[src/rtl/muldiv_pkg.sv]
// Shared definitions for the multiply/divide sequencer and the main controller.
package muldiv_pkg;

    typedef enum logic [2:0] {
        ST_IDLE  = 3'd0,
        ST_MULT  = 3'd1,
        ST_DIV   = 3'd2,
        ST_FIX   = 3'd3,
        ST_DONE  = 3'd4,
        ST_FAULT = 3'd5
    } muldiv_state_t;

    localparam logic OP_MULT = 1'b0;
    localparam logic OP_DIV  = 1'b1;

    // ControlType codes decoded by the main controller for mult / div(m).
    localparam logic [4:0] CT_MULT = 5'b01010;
    localparam logic [4:0] CT_DIV  = 5'b01001;

endpackage

[src/rtl/muldiv_step.sv]
// One iteration of the multiply/divide datapath, purely combinational.
// Booth layout : acc = {upper[WIDTH:0], multiplier[WIDTH-1:0], booth_bit}
//   The upper half is one bit wider than the operand so that subtracting the
//   most negative multiplicand cannot overflow before the shift.
// Divide layout: acc = {2'b00, remainder[WIDTH-1:0], dividend/quotient[WIDTH-1:0]}
module muldiv_step
    import muldiv_pkg::*;
#(
    parameter int WIDTH = 32
) (
    input  logic               op,
    input  logic [2*WIDTH+1:0] acc_i,
    input  logic [WIDTH-1:0]   opnd_i,
    output logic [2*WIDTH+1:0] acc_o
);

    logic [WIDTH:0]     opnd_x;
    logic [WIDTH:0]     upper;
    logic [WIDTH:0]     upper_nx;
    logic [2*WIDTH+1:0] booth_nx;
    logic [WIDTH-1:0]   rem;
    logic [WIDTH-1:0]   quo;
    logic [WIDTH:0]     shifted;
    logic [WIDTH:0]     divisor_x;
    logic [WIDTH:0]     diff;
    logic               q_bit;
    logic [WIDTH-1:0]   rem_nx;
    logic [2*WIDTH+1:0] div_nx;

    // Booth add/sub + arithmetic shift, and restoring shift/subtract, then select.
    always_comb begin
        opnd_x = {opnd_i[WIDTH-1], opnd_i};
        upper  = acc_i[2*WIDTH+1:WIDTH+1];
        case (acc_i[1:0])
            2'b01:   upper_nx = upper + opnd_x;
            2'b10:   upper_nx = upper - opnd_x;
            default: upper_nx = upper;
        endcase
        booth_nx = {upper_nx[WIDTH], upper_nx, acc_i[WIDTH:1]};

        // Remainder stays below the divisor magnitude (<= 2^(WIDTH-1)),
        // so the shifted value always fits in WIDTH+1 bits.
        rem       = acc_i[2*WIDTH-1:WIDTH];
        quo       = acc_i[WIDTH-1:0];
        shifted   = {rem, quo[WIDTH-1]};
        divisor_x = {1'b0, opnd_i};
        diff      = shifted - divisor_x;
        q_bit     = (shifted >= divisor_x);
        rem_nx    = q_bit ? diff[WIDTH-1:0] : shifted[WIDTH-1:0];
        div_nx    = {2'b00, rem_nx, quo[WIDTH-2:0], q_bit};

        acc_o = (op == OP_DIV) ? div_nx : booth_nx;
    end

endmodule

[src/rtl/muldiv_sequencer.sv]
// Iterative signed multiply/divide unit owning the HI/LO registers.
//   state    | meaning
//   IDLE     | waiting for start; operands latched on accept
//   MULT     | one radix-2 Booth step per cycle, WIDTH steps
//   DIV      | one restoring quotient bit per cycle, WIDTH steps
//   FIX      | sign correction of quotient/remainder
//   DONE     | done pulse; HI/LO already hold the new result
//   FAULT    | divby0 pulse; HI/LO untouched
// HI/LO are written on the edge that enters DONE so that they are valid in
// the same cycle as the done pulse.
module muldiv_sequencer
    import muldiv_pkg::*;
#(
    parameter int WIDTH = 32,
    parameter int CNT_W = 6
) (
    input  logic             clk,
    input  logic             reset_n,
    input  logic             start,
    input  logic             op,
    input  logic [WIDTH-1:0] src_a,
    input  logic [WIDTH-1:0] src_b,
    output logic             busy,
    output logic             done,
    output logic             divby0,
    output logic [WIDTH-1:0] hi,
    output logic [WIDTH-1:0] lo
);

    muldiv_state_t      state_q, state_d;
    logic [CNT_W-1:0]   cnt_q, cnt_d;
    logic [2*WIDTH+1:0] acc_q, acc_d;
    logic [WIDTH-1:0]   opnd_q, opnd_d;
    logic               sa_q, sa_d;
    logic               sb_q, sb_d;
    logic [WIDTH-1:0]   hi_q, hi_d;
    logic [WIDTH-1:0]   lo_q, lo_d;

    logic [2*WIDTH+1:0] step_acc;
    logic               step_op;
    logic [WIDTH-1:0]   abs_a;
    logic [WIDTH-1:0]   abs_b;
    logic [WIDTH-1:0]   rem_raw;
    logic [WIDTH-1:0]   quo_raw;

    assign step_op = (state_q == ST_DIV) ? OP_DIV : OP_MULT;

    muldiv_step #(.WIDTH(WIDTH)) u_step (
        .op     (step_op),
        .acc_i  (acc_q),
        .opnd_i (opnd_q),
        .acc_o  (step_acc)
    );

    // Next-state, datapath loads and HI/LO updates.
    always_comb begin
        state_d = state_q;
        cnt_d   = cnt_q;
        acc_d   = acc_q;
        opnd_d  = opnd_q;
        sa_d    = sa_q;
        sb_d    = sb_q;
        hi_d    = hi_q;
        lo_d    = lo_q;

        abs_a   = src_a[WIDTH-1] ? -src_a : src_a;
        abs_b   = src_b[WIDTH-1] ? -src_b : src_b;
        rem_raw = acc_q[2*WIDTH-1:WIDTH];
        quo_raw = acc_q[WIDTH-1:0];

        case (state_q)
            ST_IDLE: begin
                if (start) begin
                    if (op == OP_MULT) begin
                        opnd_d  = src_a;
                        acc_d   = {{(WIDTH+1){1'b0}}, src_b, 1'b0};
                        cnt_d   = CNT_W'(WIDTH);
                        state_d = ST_MULT;
                    end else if (src_b == '0) begin
                        state_d = ST_FAULT;
                    end else begin
                        sa_d    = src_a[WIDTH-1];
                        sb_d    = src_b[WIDTH-1];
                        opnd_d  = abs_b;
                        acc_d   = {{(WIDTH+2){1'b0}}, abs_a};
                        cnt_d   = CNT_W'(WIDTH);
                        state_d = ST_DIV;
                    end
                end
            end
            ST_MULT: begin
                acc_d = step_acc;
                cnt_d = cnt_q - CNT_W'(1);
                if (cnt_q == CNT_W'(1)) begin
                    hi_d    = step_acc[2*WIDTH:WIDTH+1];
                    lo_d    = step_acc[WIDTH:1];
                    state_d = ST_DONE;
                end
            end
            ST_DIV: begin
                acc_d = step_acc;
                cnt_d = cnt_q - CNT_W'(1);
                if (cnt_q == CNT_W'(1)) begin
                    state_d = ST_FIX;
                end
            end
            ST_FIX: begin
                lo_d    = (sa_q ^ sb_q) ? -quo_raw : quo_raw;
                hi_d    = sa_q ? -rem_raw : rem_raw;
                state_d = ST_DONE;
            end
            ST_DONE:  state_d = ST_IDLE;
            ST_FAULT: state_d = ST_IDLE;
            default:  state_d = ST_IDLE;
        endcase
    end

    // State, counter, operand and HI/LO registers.
    always_ff @(posedge clk or negedge reset_n) begin
        if (!reset_n) begin
            state_q <= ST_IDLE;
            cnt_q   <= '0;
            acc_q   <= '0;
            opnd_q  <= '0;
            sa_q    <= 1'b0;
            sb_q    <= 1'b0;
            hi_q    <= '0;
            lo_q    <= '0;
        end else begin
            state_q <= state_d;
            cnt_q   <= cnt_d;
            acc_q   <= acc_d;
            opnd_q  <= opnd_d;
            sa_q    <= sa_d;
            sb_q    <= sb_d;
            hi_q    <= hi_d;
            lo_q    <= lo_d;
        end
    end

    assign busy   = (state_q == ST_MULT) || (state_q == ST_DIV) ||
                    (state_q == ST_FIX)  || (state_q == ST_DONE);
    assign done   = (state_q == ST_DONE);
    assign divby0 = (state_q == ST_FAULT);
    assign hi     = hi_q;
    assign lo     = lo_q;

endmodule
[config.mk]
export PLATFORM = sky130hd
export DESIGN_NAME = muldiv_sequencer
export DESIGN_NICKNAME = d
export VERILOG_FILES = /design/src/rtl/muldiv_pkg.sv /design/src/rtl/muldiv_step.sv /design/src/rtl/muldiv_sequencer.sv
export SDC_FILE = /design/constraint.sdc
export NUM_CORES = 1
export LEC_CHECK = 0
export ABC_AREA = 0
export ABC_CLOCK_PERIOD_IN_PS = 4600
export BUFFER_PORTS_ARGS = -buffer_cell sky130_fd_sc_hd__buf_4
export CORE_MARGIN = 2
export CORE_UTILIZATION = 30
export CTS_BUF_LIST = sky130_fd_sc_hd__clkbuf_4
export DETAILED_ROUTE_END_ITERATION = 10
export GPL_ROUTABILITY_DRIVEN = 0
export PLACE_DENSITY = 0.47
export SETUP_SLACK_MARGIN = 0.02
export SYNTH_ARGS = -nofsm -noshare
export SYNTH_HDL_FRONTEND = slang
export SYNTH_HIERARCHICAL = 1
export SYNTH_SLANG_ARGS = --single-unit
[constraint.sdc]
create_clock -name clk -period 4.6 [get_ports clk]
set_input_delay 0.92 -clock clk [delete_from_list [all_inputs] [get_ports clk]]
set_output_delay 0.92 -clock clk [all_outputs]
set_load 0.02 [all_outputs]
==> impl_metrics.csv, run 1 <==
group,metric,value,unit
critical_path,startpoint,"opnd_q[9]",
critical_path,cp_slowest_cell,"or4_4",
synthesis,syn-num-nets,2181,
floorplanning,die_w,237.8,um
cts,path_clk_slew,0.18,ns
cts,cts_tree,"built",
synthesis,synth_top_area_share,0.2641,
routing,wl,62.43,mm
grt,grt_max_degree,102,
cts,cts_max_path_buffers,2,
critical_path,cp.arrival,4.95,ns
finish,area.sequential,4329,um^2
sta,fmax,0.2297,GHz
critical_path,path_cells,"or4_4 > nor3_4 > and3_2 > nand2_1 > nor2_4 > nor2_1 > xnor2_1 > ha_1 > a21o_1 > o21a_1 > o21ai_0 > nand2b_1 > a221oi_2 > nor4b_1 > nor4_1 > a21oi_1 > mux2_2 > nor2_1 > a21oi_1",
synthesis,ys_ff_latch,173,
synthesis,syn_avg_cell_area,8.040,um^2
critical_path,crit_end,"hi[28]",
floorplanning,die_h,237.8,um
routing,vias_per_cell,5.591,
critical_path,worstReg2RegEnd,"hi[28]",
sta,relSlewSlack,0.2423,
sta,fin_skew,0.03600,ns
run,maxCapViolCount,0,
critical_path,critPathMaxStageDelay,0.57,ns
critical_path,r2r_slack,0.25,ns
placement,io_buffers,134,
routing,drtPass1Iterations,5,
routing,first_iter_violations,1253,
sta,fin_crit_sh,0.9463,
finish,area_delta_synth_final,14.96,%
routing,ant_nets,0,
critical_path,crit-reg2reg-launch,"opnd_q[9]",
critical_path,reg2reg_depth,19,
floorplanning,rows,85,
routing,via_count,15940,
sta,setup_viol,0,
placement,placed_cell_area,18380,um^2
floorplanning,die_area,56530,um^2
finish,design_area,18850,um^2
critical_path,path_max_fanout,5,
critical_path,cp-end-kind,"flop",
cts,cts_sinks,173,
synthesis,ys_seq_area_frac,0.2641,
grt,antenna_found_initial,1,
sta,hold_slack,0.2180,ns
grt,grt_first_pass_wirelength,95.68,mm
critical_path,cp.required,5.19,ns
floorplanning,ios,135,
sta,rsz0062_at_grt,"yes",
synthesis,async_reset_ff_frac,1.000,
synthesis,yosys.area.top_type,"dfrtp_1",
sta,drv_slew,0,
grt,gr-total-overflow,0,
critical_path,path_buf_inv,0,
finish,fill_cells,5651,
finish,fin_nets,2282,
synthesis,ys_warn_count,6,
routing,drcViolationCount,0,
critical_path,cp_num_cells,19,
finish,layout-drive-gt1-share,0.1760,
cts,holdBufCountCts,0,
cts,cts-buffers-inserted,17,
cts,clock_latency,0.76,ns
cts,cts_htree_levels,4,
status,outcome,"finished, final reports clean",
synthesis,syn_inst,2039,
floorplanning,start_util,0.3040,
grt,grt_pass1_vias,15470,
grt,grt_use_total,0.2206,
finish,multi_input_area,11470,um^2
critical_path,worstSetupPathType,"flop to flop",
critical_path,start_kind,"flop",
sta,hold_viol,0,
synthesis,synth_area,16390,um^2
synthesis,synth.area.top_cells,"dfrtp_1 (26%), ha_1 (5.5%), xnor2_1 (5.4%), a21oi_1 (5.2%), xor2_1 (5.1%)",
floorplanning,core-area,53920,um^2
cts,cts_root_buffer,"clkbuf_4",
sta,worst_pin_slew,1.137,ns
synthesis,yosys.cell_types.count,84,
placement,dp_hpwl,47.32,mm
sta,finalCriticalPeriod,4.353,ns
critical_path,crit_family,"simple AND/OR/NAND/NOR gates",
routing,wire_per_inst,21.90,um
synthesis,synth-edff-count,0,
synthesis,synth_flop_cell,"dfrtp_1",
worst_hold_path,hold_path_class,"primary input to async pin",
==> final cells by class <==
cell class / count / area share
well taps: 696 / 0.04621
repair buffers: 209 / 0.08624
inverters: 64 / 0.01275
flip-flops and latches: 173 / 0.2297
diodes: 2 / 0.0002656
clock buffers: 17 / 0.006772
clock inverters: 15 / 0.009162
multi-input cells: 1675 / 0.6089
==> routing by layer <==
metal	routed length (um)	up-vias	track usage
li1	-	7643	-
met1	28500	7778	0.2991
met2	29330	443	0.3619
met3	2820	76	0.02868
met4	1775	0	0.07242
met5	0	-	0
==> state kept, by name (all words and copies together) (netlist names) <==
| signal | flops |
|---|---|
| lo | 32 |
| hi | 32 |
| opnd_q | 32 |
| acc_q | 66 |
| sb_q | 1 |
| sa_q | 1 |
| state_q | 3 |
| cnt_q | 6 |
==> cell usage after synthesis, drive strengths merged (26+ instances only) <==
master,n
o31ai,34
nor4,26
or3,29
inv,62
a21o,42
nor2,182
a211oi,64
mux2,72
ha,72
xor2,96
nand3,27
dfrtp,173
a21oi,173
xnor2,102
clkbuf,97
nand2,200
buf,30
o21ai,166
mux2i,67
==> cells by family after synthesis <==
| group | count (synthesis) | share of synthesized area |
|---|---|---|
| compound gates | 641 | 0.2515 |
| simple gates | 623 | 0.1831 |
| xor+xnor | 198 | 0.1058 |
| buf+inv | 191 | 0.04732 |
| flops | 173 | 0.2641 |
| mux | 139 | 0.09083 |
| fa+ha+maj | 74 | 0.05740 |
==> metrics by stage <==
stage	worst slack, ns	util	std cells	TNS (ns)
after global routing	-0.02878	0.3495	2850	-0.04065
after global placement	0.06255	0.3408	2816	0
after detailed placement	-0.01628	0.3408	2816	-0.01636
after CTS	0.06218	0.3464	2848	0
after floorplan	0.4423	-	2039	0
final	0.2469	0.3495	2851	0
==> worst min-delay path by stage <==
| stage | to | cells after the start |
|---|---|---|
| 2_1_floorplan | opnd_q[23] | 1 |
| 3_5_place_dp | opnd_q[23] | 1 |
| 3_3_place_gp | opnd_q[23] | 1 |
| 6_report | acc_q[33] | 1 |
| 5_1_grt | hi[1] | 1 |
| 4_1_cts | opnd_q[3] | 1 |
==> cell usage in the layout, fill, tap and decap left out, types with 19 or more instances in the layout <==
cell	netlist	layout
a211oi_1	62	59
a21o_1	42	42
a21oi_1	169	165
a31oi_1	25	25
buf_4	1	204
dfrtp_1	173	173
ha_1	72	69
inv_1	62	62
mux2_2	70	70
mux2i_1	67	67
nand2_1	200	198
nand3_1	27	27
nor2_1	181	179
nor2b_1	21	19
nor4_1	26	26
o21ai_0	163	159
o31ai_1	34	33
o41ai_1	22	21
or3_1	29	29
xnor2_1	102	102
xor2_1	96	96
==> what timing repair did <==
action                                  CTS  global route
setup buffers                             0             1
gates resized for setup                   2            36
pin swaps                                 0             6
endpoints found under the setup margin    5            32
Power of run 1 is not shown: default switching activity piles up to over one toggle a cycle in this logic, so the estimate is an artifact.
==> inputs of run 2 (changes only) <==
Settings changed: CORE_MARGIN 2 to default.
==> impl_metrics.csv, run 2 (synthesis gave the netlist of run 1 again) <==
group,metric,value,unit
routing,first_iter_violations,1091,
critical_path,path_max_fanout,6,
critical_path,crit_family,"simple AND/OR/NAND/NOR gates",
cts,cts_max_path_buffers,2,
finish,area_delta_synth_final,15.29,%
grt,antenna_found_initial,2,
finish,largest_register_ffs,66,
status,outcome,"finished, final reports clean",
cts,cts-buffers-inserted,17,
critical_path,start_kind,"flop",
routing,via_count,15990,
cts,path_clk_slew,0.20,ns
critical_path,cp-end-kind,"flop",
critical_path,cp.arrival,4.98,ns
floorplanning,die_w,235.8,um
sta,tns,0,ns
sta,relSlewSlack,0.2390,
critical_path,cp_slowest_cell,"or4_1",
critical_path,cp.required,5.22,ns
grt,grt_use_total,0.2248,
routing,drcViolationCount,0,
critical_path,reg2reg_depth,19,
sta,rsz0062_at_grt,"yes",
critical_path,path_buf_inv,0,
routing,vias_per_cell,5.594,
cts,clock_latency,0.78,ns
finish,fill_cells,5660,
cts,cts_root_buffer,"clkbuf_4",
run,maxCapViolCount,0,
finish,max_flop_register,"acc_q",
sta,hold_viol,0,
placement,dp_hpwl,48.04,mm
floorplanning,start_util,0.3040,
grt,gr-total-overflow,0,
sta,finalCriticalPeriod,4.359,ns
finish,layout_common_cells,"buf_4 (213), nand2_1 (198), nor2_1 (180), dfrtp_1 (172), a21oi_1 (168)",
routing,wire_per_inst,21.97,um
critical_path,r2r_slack,0.24,ns
routing,wl,62.83,mm
critical_path,crit-reg2reg-launch,"opnd_q[9]",
cts,cts_tree,"built",
finish,fin_nets,2290,
sta,worst_slack,0.2410,ns
critical_path,worstSetupPathType,"flop to flop",
cts,cts_htree_levels,4,
floorplanning,rows,85,
floorplanning,core-area,53920,um^2
sta,drv_slew,0,
routing,ant_nets,0,
routing,drtPass1Iterations,5,
grt,grt_max_degree,102,
finish,final_common_cell,"buf_4",
placement,place_ws,-0.2367,ns
critical_path,path_cells,"or4_1 > nor3_2 > and3_4 > nand3_1 > nor2_1 > nor2_1 > xnor2_1 > ha_2 > a21o_1 > a21oi_1 > a21boi_2 > nand2_1 > a21o_1 > a31oi_2 > xor2_1 > a311oi_2 > mux2_2 > nor2_1 > a21oi_1",
floorplanning,die_h,235.8,um
floorplanning,ios,135,
critical_path,critPathMaxStageDelay,0.59,ns
grt,grt_pass1_vias,15400,
critical_path,worstReg2RegEnd,"hi[25]",
sta,fmax,0.2294,GHz
placement,io_buffers,134,
worst_hold_path,hold_path_class,"primary input to async pin",
floorplanning,die_area,55580,um^2
sta,setup_viol,0,
cts,cts_sinks,173,
sta,fin_skew,0.03879,ns
grt,grt_first_pass_wirelength,95.27,mm
finish,layout-drive-gt1-share,0.1782,
sta,fin_crit_sh,0.9476,
critical_path,path_common_cell,"nor2_1",
sta,worst_pin_slew,1.142,ns
## run 2: what timing repair did
item / 4_1_cts / 5_1_grt
setup buffers: 0 / 0
resized for setup: 3 / 23
setup endpoints to repair: 7 / 24
hold buffers: 0 / 0
gates cloned: 0 / 0
## run 2: layer usage
| metal | track usage | vias up | share of wire |
|---|---|---|---|
| li1 | - | 7664 | - |
| met1 | 0.3003 | 7794 | 0.46 |
| met2 | 0.3643 | 449 | 0.46 |
| met3 | 0.02932 | 85 | 0.042 |
| met4 | 0.09348 | 0 | 0.036 |
| met5 | 0 | - | 0 |
## run 2: area by class of cell
| class | instances | area [um^2] | share of cell area |
|---|---|---|---|
| repair buffers | 217 | 1670 | 0.08838 |
| flip-flops and latches | 173 | 4330 | 0.2291 |
| well taps | 696 | 870.8 | 0.04608 |
| inverters | 64 | 240.2 | 0.01271 |
| diodes | 2 | 5.005 | 0.0002648 |
| multi-input cells | 1675 | 11460 | 0.6063 |
| clock inverters | 15 | 196.4 | 0.01039 |
| clock buffers | 17 | 127.6 | 0.006753 |
## run 2: stage by stage
step / hold WS [ns] / std cells / area, um^2 / utilization
final: 0.1201 / 2859 / 18900 / 0.3505
after global routing: 0.1195 / 2859 / 18900 / 0.3505
after CTS: 0.08648 / 2857 / 18760 / 0.3480
after detailed placement: 0.4700 / 2825 / 18430 / 0.3418
after global placement: 0.4696 / 2825 / 18430 / 0.3418
after floorplan: 0.4497 / 2039 / 16390 / -
## run 2: worst max-delay path by stage
| stage | startpoint | end | slack (ns) | cells past startpoint |
|---|---|---|---|---|
| final | opnd_q[9] | hi[25] | 0.24 | 19 |
| after global routing | opnd_q[9] | hi[25] | -0.11 | 19 |
| after CTS | opnd_q[9] | hi[29] | 0.06 | 21 |
| after detailed placement | opnd_q[0] | hi[31] | -0.24 | 18 |
| after global placement | opnd_q[0] | hi[31] | -0.17 | 18 |
| after floorplan | opnd_q[9] | hi[29] | 0.44 | 22 |
Power of run 2 is left out for the same reason.
==> inputs of run 3 (changes only) <==
Settings changed: ABC_CLOCK_PERIOD_IN_PS 4600 to 4260.
Clock period 4.6 ns to 4.26 ns, I/O delays scaled along.
==> impl_metrics.csv, run 3 (synthesis gave the netlist of run 1 again) <==
group,metric,value,unit
sta,rsz0062_at_grt,"yes",
sta,hold_slack,0.3402,ns
finish,layout_common_cells,"buf_4 (272), nand2_1 (195), nor2_1 (177), dfrtp_1 (172), a21oi_1 (158)",
grt,grt_use_total,0.2253,
sta,relSlewSlack,0.2680,
grt,grt_max_degree,102,
finish,fin_nets,2357,
sta,finalCriticalPeriod,4.155,ns
routing,vias_per_cell,5.539,
floorplanning,die_h,235.8,um
placement,dp_hpwl,48.36,mm
cts,cts_max_path_buffers,2,
floorplanning,die_w,235.8,um
cts,cts_root_buffer,"clkbuf_4",
critical_path,cp.arrival,4.86,ns
cts,cts_tree,"built",
routing,first_iter_violations,970,
grt,grt_first_pass_wirelength,95.75,mm
finish,layout-drive-gt1-share,0.2163,
sta,worst_pin_slew,1.098,ns
cts,cts_sinks,173,
sta,setup_viol,0,
finish,largest_register_ffs,66,
cts,cts-buffers-inserted,17,
floorplanning,core-area,53920,um^2
placement,io_buffers,134,
run,maxCapViolCount,0,
grt,gr-total-overflow,0,
routing,drtPass1Iterations,7,
finish,max_flop_register,"acc_q",
worst_hold_path,hold_path_class,"primary input to flop",
floorplanning,ios,135,
routing,drcViolationCount,0,
cts,cts_htree_levels,4,
sta,hold_viol,0,
cts,path_clk_slew,0.16,ns
grt,antenna_found_initial,2,
critical_path,cp.required,4.96,ns
finish,final_common_cell,"buf_4",
sta,fin_crit_sh,0.9754,
routing,wl,63.05,mm
placement,dp_cells,2882,
grt,grt_pass1_vias,15590,
critical_path,cp-end-kind,"flop",
finish,area_delta_synth_final,19.65,%
routing,via_count,16210,
routing,ant_nets,0,
status,outcome,"finished, final reports clean",
floorplanning,start_util,0.3040,
sta,fmax,0.2407,GHz
floorplanning,rows,85,
finish,fin_cells,2926,
floorplanning,die_area,55580,um^2
critical_path,path_max_fanout,5,
worst_hold_path,hold-path-cell-count,3,
critical_path,reg2reg_depth,22,
sta,drv_slew,0,
critical_path,worstSetupPathType,"flop to flop",
routing,wire_per_inst,21.55,um
critical_path,start_kind,"flop",
cts,clock_latency,0.79,ns
sta,fin_skew,0.04157,ns
==> run 3: cell types whose count changed in the layout (fill, tap and decap cells not counted), moves of 4 or more <==
cell / change
clkinv_8: -6
o21ai_1: +10
buf_12: +4
a21oi_2: +10
inv_8: +7
buf_4: +59
a21oi_1: -10
o21ai_0: -11
==> run 3: final cells by class <==
class | instances | area, um^2
timing repair buffer | 284 | 2251
fill | 5673 | 34310
inverter | 64 | 240.2
tap | 696 | 870.8
clock inverter | 15 | 140.1
sequential | 173 | 4330
antenna | 2 | 5.005
multi-input combinational | 1675 | 11650
clock buffer | 17 | 127.6
==> run 3: path summary, 6_finish.rpt <==
kind | start | to | slack, ns
setup / recovery | opnd_q[8] | hi[29] | 0.10
hold / removal | start | state_q[0] | 0.34
setup reg to reg | opnd_q[8] | hi[29] | 0.10
hold reg to reg | opnd_q[23] | opnd_q[23] | 0.53
max in group asynchronous | reset_n | hi[13] | 2.62
min in group asynchronous | reset_n | lo[21] | 0.51
==> run 3: through the flow <==
stage / util / setup TNS, ns / setup slack (ns) / instance area (um^2)
floorplan: - / 0 / 0.1023 / 16390
global placement: 0.3504 / -1.835 / -0.2794 / 18900
detailed placement: 0.3504 / -2.447 / -0.3086 / 18900
CTS: 0.3567 / 0 / 0.02571 / 19230
global route: 0.3638 / -0.9890 / -0.1359 / 19620
finish: 0.3638 / 0 / 0.1047 / 19620
==> run 3: timing repair <==
| item | in CTS | in global routing |
|---|---|---|
| gates resized for setup | 14 | 73 |
| setup buffers | 0 | 8 |
| endpoints found under the hold margin | 40 | 0 |
| endpoints found under the setup margin | 18 | 33 |
| gates cloned | 0 | 1 |
| hold buffers | 1 | 0 |
| pin swaps | 3 | 34 |
==> run 3: metal layers <==
metal / vias up / track usage / part of all wire
li1: 7811 / - / -
met1: 7937 / 0.3031 / 0.47
met2: 389 / 0.3698 / 0.47
met3: 70 / 0.03178 / 0.035
met4: 0 / 0.07368 / 0.029
met5: - / 0 / 0
==> run 3: worst max-delay path: stages, from the launching register on <==
cell	delay (ns)
dfrtp_1	0.41
or4_4	0.56
nor3_4	0.20
and3_4	0.25
nand2_4	0.07
nor2_4	0.10
nor2_1	0.06
xnor2_1	0.24
ha_1	0.30
buf_4	0.17
nand2_2	0.10
o21bai_1	0.08
a21o_1	0.17
a21o_1	0.18
a21oi_2	0.12
nor2b_1	0.06
a211oi_2	0.22
xnor2_1	0.15
nand2_1	0.09
a22oi_2	0.19
mux2_4	0.18
nor2_1	0.03
a21oi_1	0.16
Power of run 3 is left out for the same reason.
